[config.mk]
export PLATFORM = sky130hd
export DESIGN_NAME = serial_paralelo_alineado
export DESIGN_NICKNAME = d
export VERILOG_FILES = /design/src/rtl/serial_paralelo_alineado.sv
export SDC_FILE = /design/constraint.sdc
export NUM_CORES = 1
export LEC_CHECK = 0
export CORE_MARGIN = 5
export CORE_UTILIZATION = 43
export DETAILED_ROUTE_END_ITERATION = 6
export SYNTH_ARGS = -nofsm -noshare
export SYNTH_HDL_FRONTEND = slang
export SYNTH_SLANG_ARGS = --single-unit
[constraint.sdc]
create_clock -name clk_32f -period 2.1 [get_ports clk_32f]
set_input_delay 0.315 -clock clk_32f [delete_from_list [all_inputs] [get_ports clk_32f]]
set_output_delay 0.315 -clock clk_32f [all_outputs]
set_load 0.1 [all_outputs]
[src/rtl/serial_paralelo_alineado.sv]
// Serial-to-parallel receiver with comma-based word alignment.
// Runs on the bit clock, hunts for COMMA at any bit offset in the MSB-first
// stream, then locks word boundaries to it. The link is declared active after
// LOCK_COUNT aligned commas in a row, and lock is dropped after UNLOCK_COUNT
// misaligned commas in a row.
module serial_paralelo_alineado #(
    parameter int                 WIDTH        = 8,
    parameter logic [WIDTH-1:0]   COMMA        = WIDTH'(8'hBC),
    parameter int                 LOCK_COUNT   = 4,
    parameter int                 UNLOCK_COUNT = 4
) (
    input  logic             clk_32f,
    input  logic             reset,
    input  logic             data_in,
    output logic [WIDTH-1:0] data2send,
    output logic             word_strobe,
    output logic             active,
    output logic             valid_out,
    output logic [WIDTH-1:0] data_out
);

    localparam int LCW = $clog2(LOCK_COUNT + 1);
    localparam int UCW = $clog2(UNLOCK_COUNT + 1);
    localparam int BCW = $clog2(WIDTH);

    localparam logic [BCW-1:0] BIT_LAST    = BCW'(WIDTH - 1);
    localparam logic [LCW-1:0] LOCK_LAST   = LCW'(LOCK_COUNT - 1);
    localparam logic [UCW-1:0] UNLOCK_LAST = UCW'(UNLOCK_COUNT - 1);

    typedef enum logic [1:0] {
        SEARCH = 2'd0,
        COUNT  = 2'd1,
        ACTIVE = 2'd2
    } state_t;

    state_t           state_reg;
    logic [WIDTH-2:0] sr_reg;
    logic [BCW-1:0]   bit_cnt_reg;
    logic [LCW-1:0]   lock_cnt_reg;
    logic [UCW-1:0]   mis_cnt_reg;
    logic [WIDTH-1:0] data2send_reg;
    logic             word_strobe_reg;
    logic             active_reg;
    logic             valid_out_reg;
    logic [WIDTH-1:0] data_out_reg;

    logic [WIDTH-1:0] w;
    logic             is_comma;
    logic             boundary;

    // Candidate word including the bit being sampled on this edge.
    assign w        = {sr_reg, data_in};
    assign is_comma = (w == COMMA);

    // While searching, any comma defines a boundary; otherwise the bit counter does.
    always_comb begin
        boundary = 1'b0;
        if (state_reg == SEARCH) begin
            boundary = is_comma;
        end else begin
            boundary = (bit_cnt_reg == BIT_LAST);
        end
    end

    // Shift register, bit counter, alignment FSM and all registered outputs.
    always_ff @(posedge clk_32f or negedge reset) begin
        if (!reset) begin
            state_reg       <= SEARCH;
            sr_reg          <= '0;
            bit_cnt_reg     <= '0;
            lock_cnt_reg    <= '0;
            mis_cnt_reg     <= '0;
            data2send_reg   <= '0;
            word_strobe_reg <= 1'b0;
            active_reg      <= 1'b0;
            valid_out_reg   <= 1'b0;
            data_out_reg    <= '0;
        end else begin
            sr_reg          <= w[WIDTH-2:0];
            word_strobe_reg <= boundary;
            if (boundary) begin
                data2send_reg <= w;
            end

            // A comma seen in SEARCH restarts the word phase; otherwise wrap.
            if ((state_reg == SEARCH && is_comma) || bit_cnt_reg == BIT_LAST) begin
                bit_cnt_reg <= '0;
            end else begin
                bit_cnt_reg <= bit_cnt_reg + 1'b1;
            end

            case (state_reg)
                SEARCH: begin
                    if (is_comma) begin
                        lock_cnt_reg <= LCW'(1);
                        mis_cnt_reg  <= '0;
                        if (LOCK_COUNT == 1) begin
                            state_reg  <= ACTIVE;
                            active_reg <= 1'b1;
                        end else begin
                            state_reg <= COUNT;
                        end
                    end
                end

                COUNT: begin
                    if (boundary) begin
                        if (is_comma) begin
                            // Count is always below LOCK_COUNT here, so no wrap.
                            lock_cnt_reg <= lock_cnt_reg + 1'b1;
                            if (lock_cnt_reg == LOCK_LAST) begin
                                state_reg  <= ACTIVE;
                                active_reg <= 1'b1;
                            end
                        end else begin
                            state_reg    <= SEARCH;
                            lock_cnt_reg <= '0;
                        end
                    end
                end

                ACTIVE: begin
                    if (boundary) begin
                        if (is_comma) begin
                            valid_out_reg <= 1'b0;
                            mis_cnt_reg   <= '0;
                        end else begin
                            data_out_reg  <= w;
                            valid_out_reg <= 1'b1;
                        end
                    end else if (is_comma) begin
                        if (mis_cnt_reg == UNLOCK_LAST) begin
                            state_reg     <= SEARCH;
                            active_reg    <= 1'b0;
                            valid_out_reg <= 1'b0;
                            data_out_reg  <= '0;
                            lock_cnt_reg  <= '0;
                            mis_cnt_reg   <= '0;
                            bit_cnt_reg   <= '0;
                        end else begin
                            mis_cnt_reg <= mis_cnt_reg + 1'b1;
                        end
                    end
                end

                default: begin
                    state_reg <= SEARCH;
                end
            endcase
        end
    end

    assign data2send   = data2send_reg;
    assign word_strobe = word_strobe_reg;
    assign active      = active_reg;
    assign valid_out   = valid_out_reg;
    assign data_out    = data_out_reg;

endmodule

==> out/metrics.sh, run 1 <==
DETAIL_ROUTE.ITER0.VIOLATIONS=66
WORST_SLEW_PIN_SLEW_PS=809
FIRST_PASS_ITERS=4
SYNTH-ADDER-AREA-SHARE=0.0624
HOLD_VIOLATIONS=0
MAPPEDNETLISTAREA_UM2=1800
FINALWEIGHTEDCONGESTION=0.823
POST-PLACE-WS_PS=-56.2
CRITICAL_PATH_BUF_INV_COUNT=2
INITIAL_CORE_UTIL=0.448
FINAL_MIN_PERIOD_OVER_CLOCK_PERIOD=0.936
SYN-INSTANCE-COUNT=161
SYNTH_XOR_XNOR_AREA_SHARE=0
DOMINANT_COMBINATIONAL_CELL_FAMILY_BY_AREA_AFTER_SYNTHESIS='simple AND/OR/NAND/NOR gates'
SYN_AREA_PER_CELL_UM2=11.2
GRT_START_MAX_NET_PINS=38
VIA_COUNT=1320
FLOORPLAN.DIE_AREA_UM2=5590
SYNTHARSTFLOPSHARE=1.00
SYNTH_COMPOUND_GATE_AREA_SHARE=0.148
MAX-VDD-IR-DROP_mV=0.992
CLK_LATENCY_PS=290
TIMING.CRITICAL_PATH.FANOUT_MAX=12
FINAL_ANTENNA_NET_COUNT=0
KIND_OF_CELL_ADDING_THE_MOST_DELAY_TO_THE_CRITICAL_PATH='compound AO/OA/AOI/OAI gates'
FMAXACHIEVABLE_MHz=509
POWER.TOTAL_mW=2.82
YS_SEQ_AREA_FRAC=0.513
AREA_SHARE_OF_THE_LARGEST_CELL_TYPE_AFTER_SYNTHESIS=0.513
YS.FLOP_TYPE='dfrtp_1'
TIMING.CRITICAL_PATH.CELLS='inv_1 -> ha_1 -> buf_4 -> nand2b_1 -> a21oi_4 -> nor2_1 -> a311oi_1'
DESIGN.FINAL.NETS=204
YOSYSTOPAREACELL='dfrtp_1'
TIMING_WORST_SETUP_PATH_TYPE='reg -> reg'
CORE-AREA_UM2=4030
FINALCLOCKSKEW_PS=7.05
CTSHOLDBUFFERS=0
FINAL.HOLD.WORST_SLACK_PS=102
TIMING.MAX_SLEW.REL_SLACK=0.461
ROWS=23
FINAL-SETUP-VIOL-COUNT=0
YS_TOP_CELLS_BY_AREA='dfrtp_1, ha_1, mux2_1, a21oi_1, nor3_1'
TOTAL_OF_FILL_CELLS_IN_THE_FINISHED_DESIGN=359
CTS_BUFFER_DEPTH=2
POWER.STATIC_LEAKAGE_nW=0.976
LAYOUT-AREA-OVERHEAD-VS-SYNTH_PCT=21.6
POST_ROUTE_CELLS_DRIVE_ABOVE_1_SHARE=0.244
GRT_USE_TOTAL=0.151
WORST_SETUP_HOLD_PATH_CLK_SLEW_PS=80
NUMBER_OF_FLOPS_MAPPED_TO_ENABLE_CELLS_BY_YOSYS=0
CRIT_REQUIRED_PS=2270
VIA_DENSITY_PER_INSTANCE=5.43
PWR_DENSITY_CELL_nW_PER_UM2=1290
YOSYSUNIQUECELLTYPES=43
STATUS='complete, no violations'
DETAIL_ROUTE.WIRELENGTH_UM=3720
SLOWEST_STAGE='dfrtp_1'
YS_SEQ_ELEMENTS=37
LAYOUT_COMMON_CELLS='dfrtp_1, buf_4, nor2_1'
POSTSYNTHNETCOUNT=173
NUM_ANTENNA_CELLS=0
RSZ_0062_RAISED_AFTER_GLOBAL_ROUTING='no'
MAX-CAP-VIOLATIONS=0
VIA_COUNT_OF_THE_FIRST_GLOBAL_ROUTING_PASS=1305
CHIPWIDTH_UM=74.8
FP.DIEH_UM=74.8
SLEW_VIOLATIONS=0
CRITPATHLAUNCHTYPE='register'
GRT_REMAINING_OVERFLOW=0
TIMING.CRITICAL_PATH.SLOWEST_CELL_DELAY_PS=420
POST-ROUTE-DRC-COUNT=0
SYNTH_WARNINGS=0
HPWLAFTERDP_UM=2810
BOUNDARYPINS=22
GRT_PASS1_WL_UM=6330
FINALCRITICALPERIOD_PS=1970
SETUP_WS_PS=135
WORSTSETUPENDPOINTTYPE='register'
H-TREE-DEPTH=2
DETAIL_ROUTE.WL_PER_CELL_UM=15.3
PORTBUFFERS=21
MIN_PATH_TYPE='in -> async'
TRITONCTS_NUM_SINKS=37
CRIT_ARRIVAL_PS=2140
YOSYS.AREA_SHARE.SIMPLE=0.178
GRT_ANTENNA_BEFORE_REPAIR=0
CTS-BUFFERS-INSERTED=5
CTS_TREE='built'
SYNTHMUXAREASHARE=0.0492
FINAL_COMMON_CELL='dfrtp_1'
CTS-ROOT-BUF='clkbuf_8'
-- worst reg2reg max path: stages, from the launching register on --
cell and delay (ps):
dfrtp_1 420, inv_1 80, ha_1 240, buf_4 200
nand2b_1 260, a21oi_4 300, nor2_1 90, a311oi_1 270
-- layout make-up --
cell class / count / area [µm²] / area share
Sequential cell: 37 / 926 / 0.422
Multi-Input combinational cell: 105 / 800 / 0.365
Timing Repair Buffer: 31 / 245 / 0.112
Clock buffer: 5 / 68.8 / 0.0314
Tap cell: 50 / 62.6 / 0.0285
Clock inverter: 3 / 46.3 / 0.0211
Inverter: 12 / 45.0 / 0.0205
-- path summary, 6_finish.rpt --
kind,from,to,slack (ps),depth (start not counted)
setup / recovery,state_reg[0],data_out[1],130,7
hold / removal,reset,lock_cnt_reg[2],100,1
setup reg to reg,state_reg[0],data_out[1],130,7
hold reg to reg,sr_reg[0],sr_reg[1],400,0
max in group asynchronous,reset,state_reg[1],1470,1
min in group clk_32f,sr_reg[0],sr_reg[1],400,0
-- cell families (layout without fill, tap and decap cells) --
family	Yosys count	after routing
AND/OR/NAND/NOR	51	51
AO/OA/AOI/OAI	37	37
flip-flops	37	37
buffers and inverters	19	51
adder cells (fa/ha/maj)	9	9
multiplexers	8	8
-- power breakdown --
part / total, mW / internal, mW / switching [mW]
Sequential: 0.939 / 0.854 / 0.0851
Combinational: 1.26 / 0.332 / 0.925
Clock: 0.623 / 0.355 / 0.267
Total: 2.82 / 1.54 / 1.28
-- through the flow --
| step | util | cells | cell area, µm² | setup TNS (ps) |
|---|---|---|---|---|
| after floorplan | - | 161 | 1800 | 0 |
| after global placement | 0.514 | 235 | 2070 | -13.5 |
| after detailed placement | 0.514 | 235 | 2070 | -86.0 |
| after CTS | 0.542 | 243 | 2180 | 0 |
| after global routing | 0.544 | 243 | 2190 | 0 |
| final | 0.544 | 243 | 2190 | 0 |
-- timing repair --
action / CTS / global route
endpoints found under the setup margin: 0 / 4
gates resized for setup: 0 / 2
buffers inserted: 0 / 0
-- layer usage --
metal  vias up  share of wire  global-route usage
met5         -              0                   0
met4         0         0.0083              0.0455
met3         4          0.042              0.0441
met2        26           0.47               0.233
met1       651           0.48               0.207
li1        639              -                   -
-- cell usage after synthesis, types with 2 or more instances --
| cell | instances |
|---|---|
| dfrtp_1 | 37 |
| a21o_1 | 3 |
| inv_1 | 9 |
| a21oi_1 | 9 |
| a311oi_1 | 3 |
| nand4_4 | 2 |
| o21ai_1 | 7 |
| inv_2 | 2 |
| nor4b_1 | 2 |
| nor3_1 | 9 |
| a31oi_1 | 4 |
| nor2b_1 | 6 |
| ha_1 | 9 |
| buf_2 | 4 |
| nand3_1 | 3 |
| mux2_1 | 7 |
| and2_1 | 4 |
| nand4_1 | 2 |
| nand2_1 | 6 |
| nor2_1 | 10 |
(Power assumes the default switching activity.)
==> inputs of run 2 (changes only) <==
--- a/config.mk
+++ b/config.mk
@@ -8,6 +8,7 @@
 export CORE_MARGIN = 5
 export CORE_UTILIZATION = 43
 export DETAILED_ROUTE_END_ITERATION = 6
+export MAX_ROUTING_LAYER = met4
 export SYNTH_ARGS = -nofsm -noshare
 export SYNTH_HDL_FRONTEND = slang
 export SYNTH_SLANG_ARGS = --single-unit
==> run 2 against run 1 <==
Net effect: power about the same; critical path depth unchanged; flip-flop and latch count unchanged.
==> out/metrics.sh, run 2 (synthesized netlist as in run 1, its figures left out) <==
POST-ROUTE-DRC-COUNT=0  # unchanged
PLACEMENT.CELL_AREA_UM2=2070  # unchanged
FINALCRITICALPERIOD_PS=1950  # -12.1 ps
STATUS='complete, no violations'
MIN_PATH_TYPE='in -> async'
WORST_SLEW_PIN_SLEW_PS=809  # +0.122 ps
FINALWEIGHTEDCONGESTION=0.836  # +1.5%
VIA_COUNT_OF_THE_FIRST_GLOBAL_ROUTING_PASS=1309  # +0.31%
LAYOUT_COMMON_CELLS='dfrtp_1, buf_4, nor2_1'
FINAL-SETUP-VIOL-COUNT=0  # unchanged
FINAL_ANTENNA_NET_COUNT=0  # unchanged
PWR_DENSITY_CELL_nW_PER_UM2=1280  # about the same
CRIT_START='state_reg[0]'
GRT_USE_TOTAL=0.156  # +0.00501
TIMING.CRITICAL_PATH.FANOUT_MAX=12  # unchanged
CRIT_ARRIVAL_PS=2130  # about the same
CTS_BUFFER_DEPTH=2  # unchanged
WORST_SETUP_HOLD_PATH_CLK_SLEW_PS=80  # about the same
REG2REG_SETUP_SLACK_PS=150  # about the same
CTSHOLDBUFFERS=0  # unchanged
HPWLAFTERDP_UM=2810  # unchanged
LAYOUT-AREA-OVERHEAD-VS-SYNTH_PCT=21.6  # unchanged
MAX-VDD-IR-DROP_mV=0.992  # about the same
CLK_LATENCY_PS=290  # about the same
PORTBUFFERS=21  # unchanged
HOLD_VIOLATIONS=0  # unchanged
POST-CTS-SETUP-BUFFER-COUNT=0  # unchanged
CTS_TREE='built'
TIMING.MAX_SLEW.REL_SLACK=0.461  # about the same
NUM_ANTENNA_CELLS=0  # unchanged
DETAIL_ROUTE.WL_PER_CELL_UM=15.3  # -0.24%
ENDPOINT='data_out[1]'
CRITPATHLAUNCHTYPE='register'
CRIT_REQUIRED_PS=2270  # about the same
FINAL_COMMON_CELL='dfrtp_1'
GRT_PASS1_WL_UM=6340  # +0.22%
GRT_ANTENNA_BEFORE_REPAIR=0  # unchanged
POWER.TOTAL_mW=2.82  # about the same
WORSTSETUPENDPOINTTYPE='register'
CTS-BUFFERS-INSERTED=5  # unchanged
DESIGN.FINAL.NETS=204  # unchanged
GRT_REMAINING_OVERFLOW=0  # unchanged
VIA_DENSITY_PER_INSTANCE=5.40  # -0.61%
CORE-AREA_UM2=4030  # unchanged
FINAL_MIN_PERIOD_OVER_CLOCK_PERIOD=0.930  # -0.00575
POWER.STATIC_LEAKAGE_nW=0.976  # unchanged
VIA_COUNT=1312  # -0.61%
INITIAL_CORE_UTIL=0.448  # unchanged
MAX-CAP-VIOLATIONS=0  # unchanged
CTS-ROOT-BUF='clkbuf_8'
FINISH.UTILIZATION=0.544  # unchanged
GRT_START_MAX_NET_PINS=38  # unchanged
BOUNDARYPINS=22  # unchanged
FMAXACHIEVABLE_MHz=512  # +0.62%
SETUP_TNS_PS=0  # unchanged
SLEW_VIOLATIONS=0  # unchanged
POSTLAYOUTCELLAREA_UM2=2190  # unchanged
FLOORPLAN.DIE_AREA_UM2=5590  # unchanged
RSZ_0062_RAISED_AFTER_GLOBAL_ROUTING='no'
H-TREE-DEPTH=2  # unchanged
DETAIL_ROUTE.WIRELENGTH_UM=3710  # -0.24%
TIMING_WORST_SETUP_PATH_TYPE='reg -> reg'
FINALCLOCKSKEW_PS=7.36  # +0.307 ps
TRITONCTS_NUM_SINKS=37  # unchanged
POST_ROUTE_CELLS_DRIVE_ABOVE_1_SHARE=0.244  # unchanged
CHIPWIDTH_UM=74.8  # unchanged
FIRST_PASS_ITERS=4  # unchanged
WORST-R2R-CELL-COUNT=7  # unchanged
FP.DIEH_UM=74.8  # unchanged
ROWS=23  # unchanged
CRITICAL_PATH.REG2REG.ENDPOINT='data_out[1]'
FINAL.HOLD.WORST_SLACK_PS=102  # -0.244 ps
REGTOREGSTARTPOINT='state_reg[0]'
DETAIL_ROUTE.ITER0.VIOLATIONS=74  # +12%
[run 2: cell counts in the layout (fill, tap and decap cells not counted)]
No cell type changed its count.
[run 2: worst min path at each step]
stage	start	end	slack (ps)	depth (start not counted)
6_report	reset	lock_cnt_reg[2]	100	1
5_1_grt	reset	lock_cnt_reg[2]	180	1
4_1_cts	reset	mis_cnt_reg[2]	140	1
3_5_place_dp	sr_reg[0]	sr_reg[1]	380	0
3_3_place_gp	sr_reg[0]	sr_reg[1]	390	0
2_1_floorplan	reset	active	20	0
[run 2: through the flow]
stage	instances	setup slack [ps]
finish	243	147
global route	243	0.118
CTS	243	13.3
detailed placement	235	-56.2
global placement	235	-13.5
floorplan	161	159
[run 2: worst max-delay path, stage by stage, from the launching register on]
cell	delay, ps
dfrtp_1	420
inv_1	80
ha_1	240
buf_4	200
nand2b_1	260
a21oi_4	300
nor2_1	90
a311oi_1	260
[run 2: per-layer routing]
layer / vias up / share of wire / track usage
li1: 639 / - / -
met1: 643 / 0.47 / 0.210
met2: 26 / 0.47 / 0.231
met3: 4 / 0.047 / 0.0441
met4: 0 / 0.0084 / 0.0455
met5: - / 0 / -
[run 2: repair_timing]
item                                    in CTS  in global routing
gates resized for setup                      0                  2
endpoints found under the setup margin       0                  4
endpoints found under the hold margin        0                  0
[run 2: final cells by class]
cell class | count | area (µm²)
inverters | 12 | 45.0
well taps | 50 | 62.6
multi-input cells | 105 | 800
repair buffers | 31 | 245
clock inverters | 3 | 46.3
flip-flops and latches | 37 | 926
clock buffers | 5 | 68.8
fillers | 359 | 1840
[run 2: power by group]
part / switching [mW] / leakage, nW / internal, mW
Sequential: 0.0849 / 0.474 / 0.854
Combinational: 0.924 / 0.447 / 0.332
Clock: 0.265 / 0.0543 / 0.355
==> inputs of run 3 (changes only) <==
--- a/config.mk
+++ b/config.mk
@@ -6,9 +6,10 @@
 export NUM_CORES = 1
 export LEC_CHECK = 0
 export CORE_MARGIN = 5
-export CORE_UTILIZATION = 43
+export CORE_UTILIZATION = 40
 export DETAILED_ROUTE_END_ITERATION = 6
 export MAX_ROUTING_LAYER = met4
+export REMOVE_ABC_BUFFERS = 1
 export SYNTH_ARGS = -nofsm -noshare
 export SYNTH_HDL_FRONTEND = slang
 export SYNTH_SLANG_ARGS = --single-unit
==> run 3 against run 2 <==
Net effect: sequential power about the same; hold slack better by 19 ps; clock power hardly changed; fmax shrank 1.1%; largest power group unchanged; clock skew hardly changed; power is 0.42% lower; critical path depth down 2; clock-buffer cell count unchanged; sequential share of layout area fell by 0.62 points; register-to-register slack lost 20 ps.
==> out/metrics.sh, run 3 (synthesized netlist as in run 1, its figures left out) <==
PORTBUFFERS=21  # unchanged
CTS_TREE='built'
TIMING.MAX_SLEW.REL_SLACK=0.448  # -0.0132
DETAIL_ROUTE.WL_PER_CELL_UM=14.5  # -5.0%
PWR_DENSITY_CELL_nW_PER_UM2=1260  # -1.9%
TIMING_WORST_SETUP_PATH_TYPE='reg -> reg'
CRIT_ARRIVAL_PS=2160  # +30 ps
CRIT_REQUIRED_PS=2290  # +20 ps
FINALCLOCKSKEW_PS=6.94  # -0.414 ps
SETUP_TNS_PS=0  # unchanged
MAX-VDD-IR-DROP_mV=1.11  # +12%
GRT_START_MAX_NET_PINS=38  # unchanged
GRT_USE_TOTAL=0.140  # -0.0164
FIRST_PASS_ITERS=4  # unchanged
CHIPWIDTH_UM=77.2  # +3.2%
FMAXACHIEVABLE_MHz=506  # -1.1%
MIN_PATH_TYPE='in -> async'
POWER.TOTAL_mW=2.80  # -0.42%
STATUS='complete, no violations'
PLACEMENT.CELL_AREA_UM2=2100  # +1.6%
CTS.REPAIR.RESIZED=0  # unchanged
POST-ROUTE-DRC-COUNT=0  # unchanged
MAX-CAP-VIOLATIONS=0  # unchanged
ROWS=24  # +4.3%
CORE-AREA_UM2=4350  # +8.1%
SETUP_WS_PS=125  # -22.3 ps
FLOORPLAN.DIE_AREA_UM2=5950  # +6.5%
DP.CELLS=241  # +2.6%
CRITPATHLAUNCHTYPE='register'
CTS-BUFFERS-INSERTED=5  # unchanged
BOUNDARYPINS=22  # unchanged
GRT_ANTENNA_BEFORE_REPAIR=0  # unchanged
POST-PLACE-WS_PS=-84.9  # -28.7 ps
CTS_BUFFER_DEPTH=2  # unchanged
WORSTSETUPENDPOINTTYPE='register'
FP.DIEH_UM=77.2  # +3.2%
CTSHOLDBUFFERS=0  # unchanged
POST-CTS-SETUP-BUFFER-COUNT=0  # unchanged
DESIGN.FINAL.NETS=208  # +2.0%
WORST_SLEW_PIN_SLEW_PS=828  # +19.8 ps
FINAL_ANTENNA_NET_COUNT=0  # unchanged
FINAL.HOLD.WORST_SLACK_PS=120  # +19.0 ps
TRITONCTS_NUM_SINKS=37  # unchanged
FINISH.UTILIZATION=0.511  # -0.0332
FINALCRITICALPERIOD_PS=1980  # +22.3 ps
LAYOUT-AREA-OVERHEAD-VS-SYNTH_PCT=23.4
HOLD_VIOLATIONS=0  # unchanged
FINAL_COMMON_CELL='dfrtp_1'
INITIAL_CORE_UTIL=0.414  # -0.0335
CLK_LATENCY_PS=290  # about the same
GRT_PASS1_WL_UM=6640  # +4.8%
POST_ROUTE_CELLS_DRIVE_ABOVE_1_SHARE=0.254  # +0.0103
LAYOUT_COMMON_CELLS='dfrtp_1, buf_4, nor2_1'
SLEW_VIOLATIONS=0  # unchanged
RSZ_0062_RAISED_AFTER_GLOBAL_ROUTING='no'
HPWLAFTERDP_UM=2710  # -3.5%
WORST_SETUP_HOLD_PATH_CLK_SLEW_PS=80  # about the same
POSTLAYOUTCELLAREA_UM2=2230  # +1.5%
TIMING.CRITICAL_PATH.FANOUT_MAX=11  # -1
FINAL-SETUP-VIOL-COUNT=0  # unchanged
CTS-ROOT-BUF='clkbuf_8'
VIA_DENSITY_PER_INSTANCE=5.33  # -1.3%
GRT_REMAINING_OVERFLOW=0  # unchanged
FINALWEIGHTEDCONGESTION=0.824  # -1.4%
H-TREE-DEPTH=2  # unchanged
FIN_CELLS=249  # +2.5%
VIA_COUNT_OF_THE_FIRST_GLOBAL_ROUTING_PASS=1409  # +7.6%
VIA_COUNT=1327  # +1.1%
FINAL_MIN_PERIOD_OVER_CLOCK_PERIOD=0.941  # +0.0106
NUM_ANTENNA_CELLS=0  # unchanged
DETAIL_ROUTE.ITER0.VIOLATIONS=73  # -1.4%
DETAIL_ROUTE.WIRELENGTH_UM=3610  # -2.6%
POWER.STATIC_LEAKAGE_nW=1.00  # +2.5%
## run 3: cell count changes in the layout (fill, tap and decap cells not counted), sizes merged
cell,delta
clkinv,+1
buf,+4
inv,-1
## run 3: power breakdown
| group | internal (mW) | total (mW) | leakage (nW) | switching [mW] |
|---|---|---|---|---|
| Sequential | 0.854 | 0.937 | 0.474 | 0.0825 |
| Clock | 0.355 | 0.619 | 0.0543 | 0.263 |
| Combinational | 0.332 | 1.25 | 0.472 | 0.918 |
| Total | 1.54 | 2.80 | 1.00 | 1.26 |
## run 3: final timing paths
kind / slack, ps / to / depth (start not counted) / startpoint
max in group asynchronous: 1460 / bit_cnt_reg[0] / 1 / reset
worst max-delay path: 120 / active / 5 / sr_reg[5]
worst min-delay path: 120 / lock_cnt_reg[0] / 1 / reset
worst min register to register: 400 / sr_reg[6] / 0 / sr_reg[5]
worst max register to register: 120 / active / 5 / sr_reg[5]
min in group clk_32f: 400 / sr_reg[6] / 0 / sr_reg[5]
## run 3: layout make-up
type                    instances  area, µm²
multi-input cells             105        800
fillers                       390       2130
inverters                      12       45.0
repair buffers                 35        275
clock inverters                 3       46.3
well taps                      52       65.1
clock buffers                   5       68.8
flip-flops and latches         37        926
## run 3: critical path, cell delays in order, from the launching register on
cell,delay [ps]
dfrtp_1,390
and4b_1,620
a31oi_2,250
buf_4,220
and3b_1,160
a211oi_1,240
## run 3: metal layers
metal  track usage  up-vias  wire, µm  part of all wire
li1              -      644         -                 -
met1         0.166      655      1570              0.43
met2         0.229       23      1820              0.50
met3        0.0410        5       165             0.046
met4        0.0412        0        57             0.016
met5             -        -         0                 0
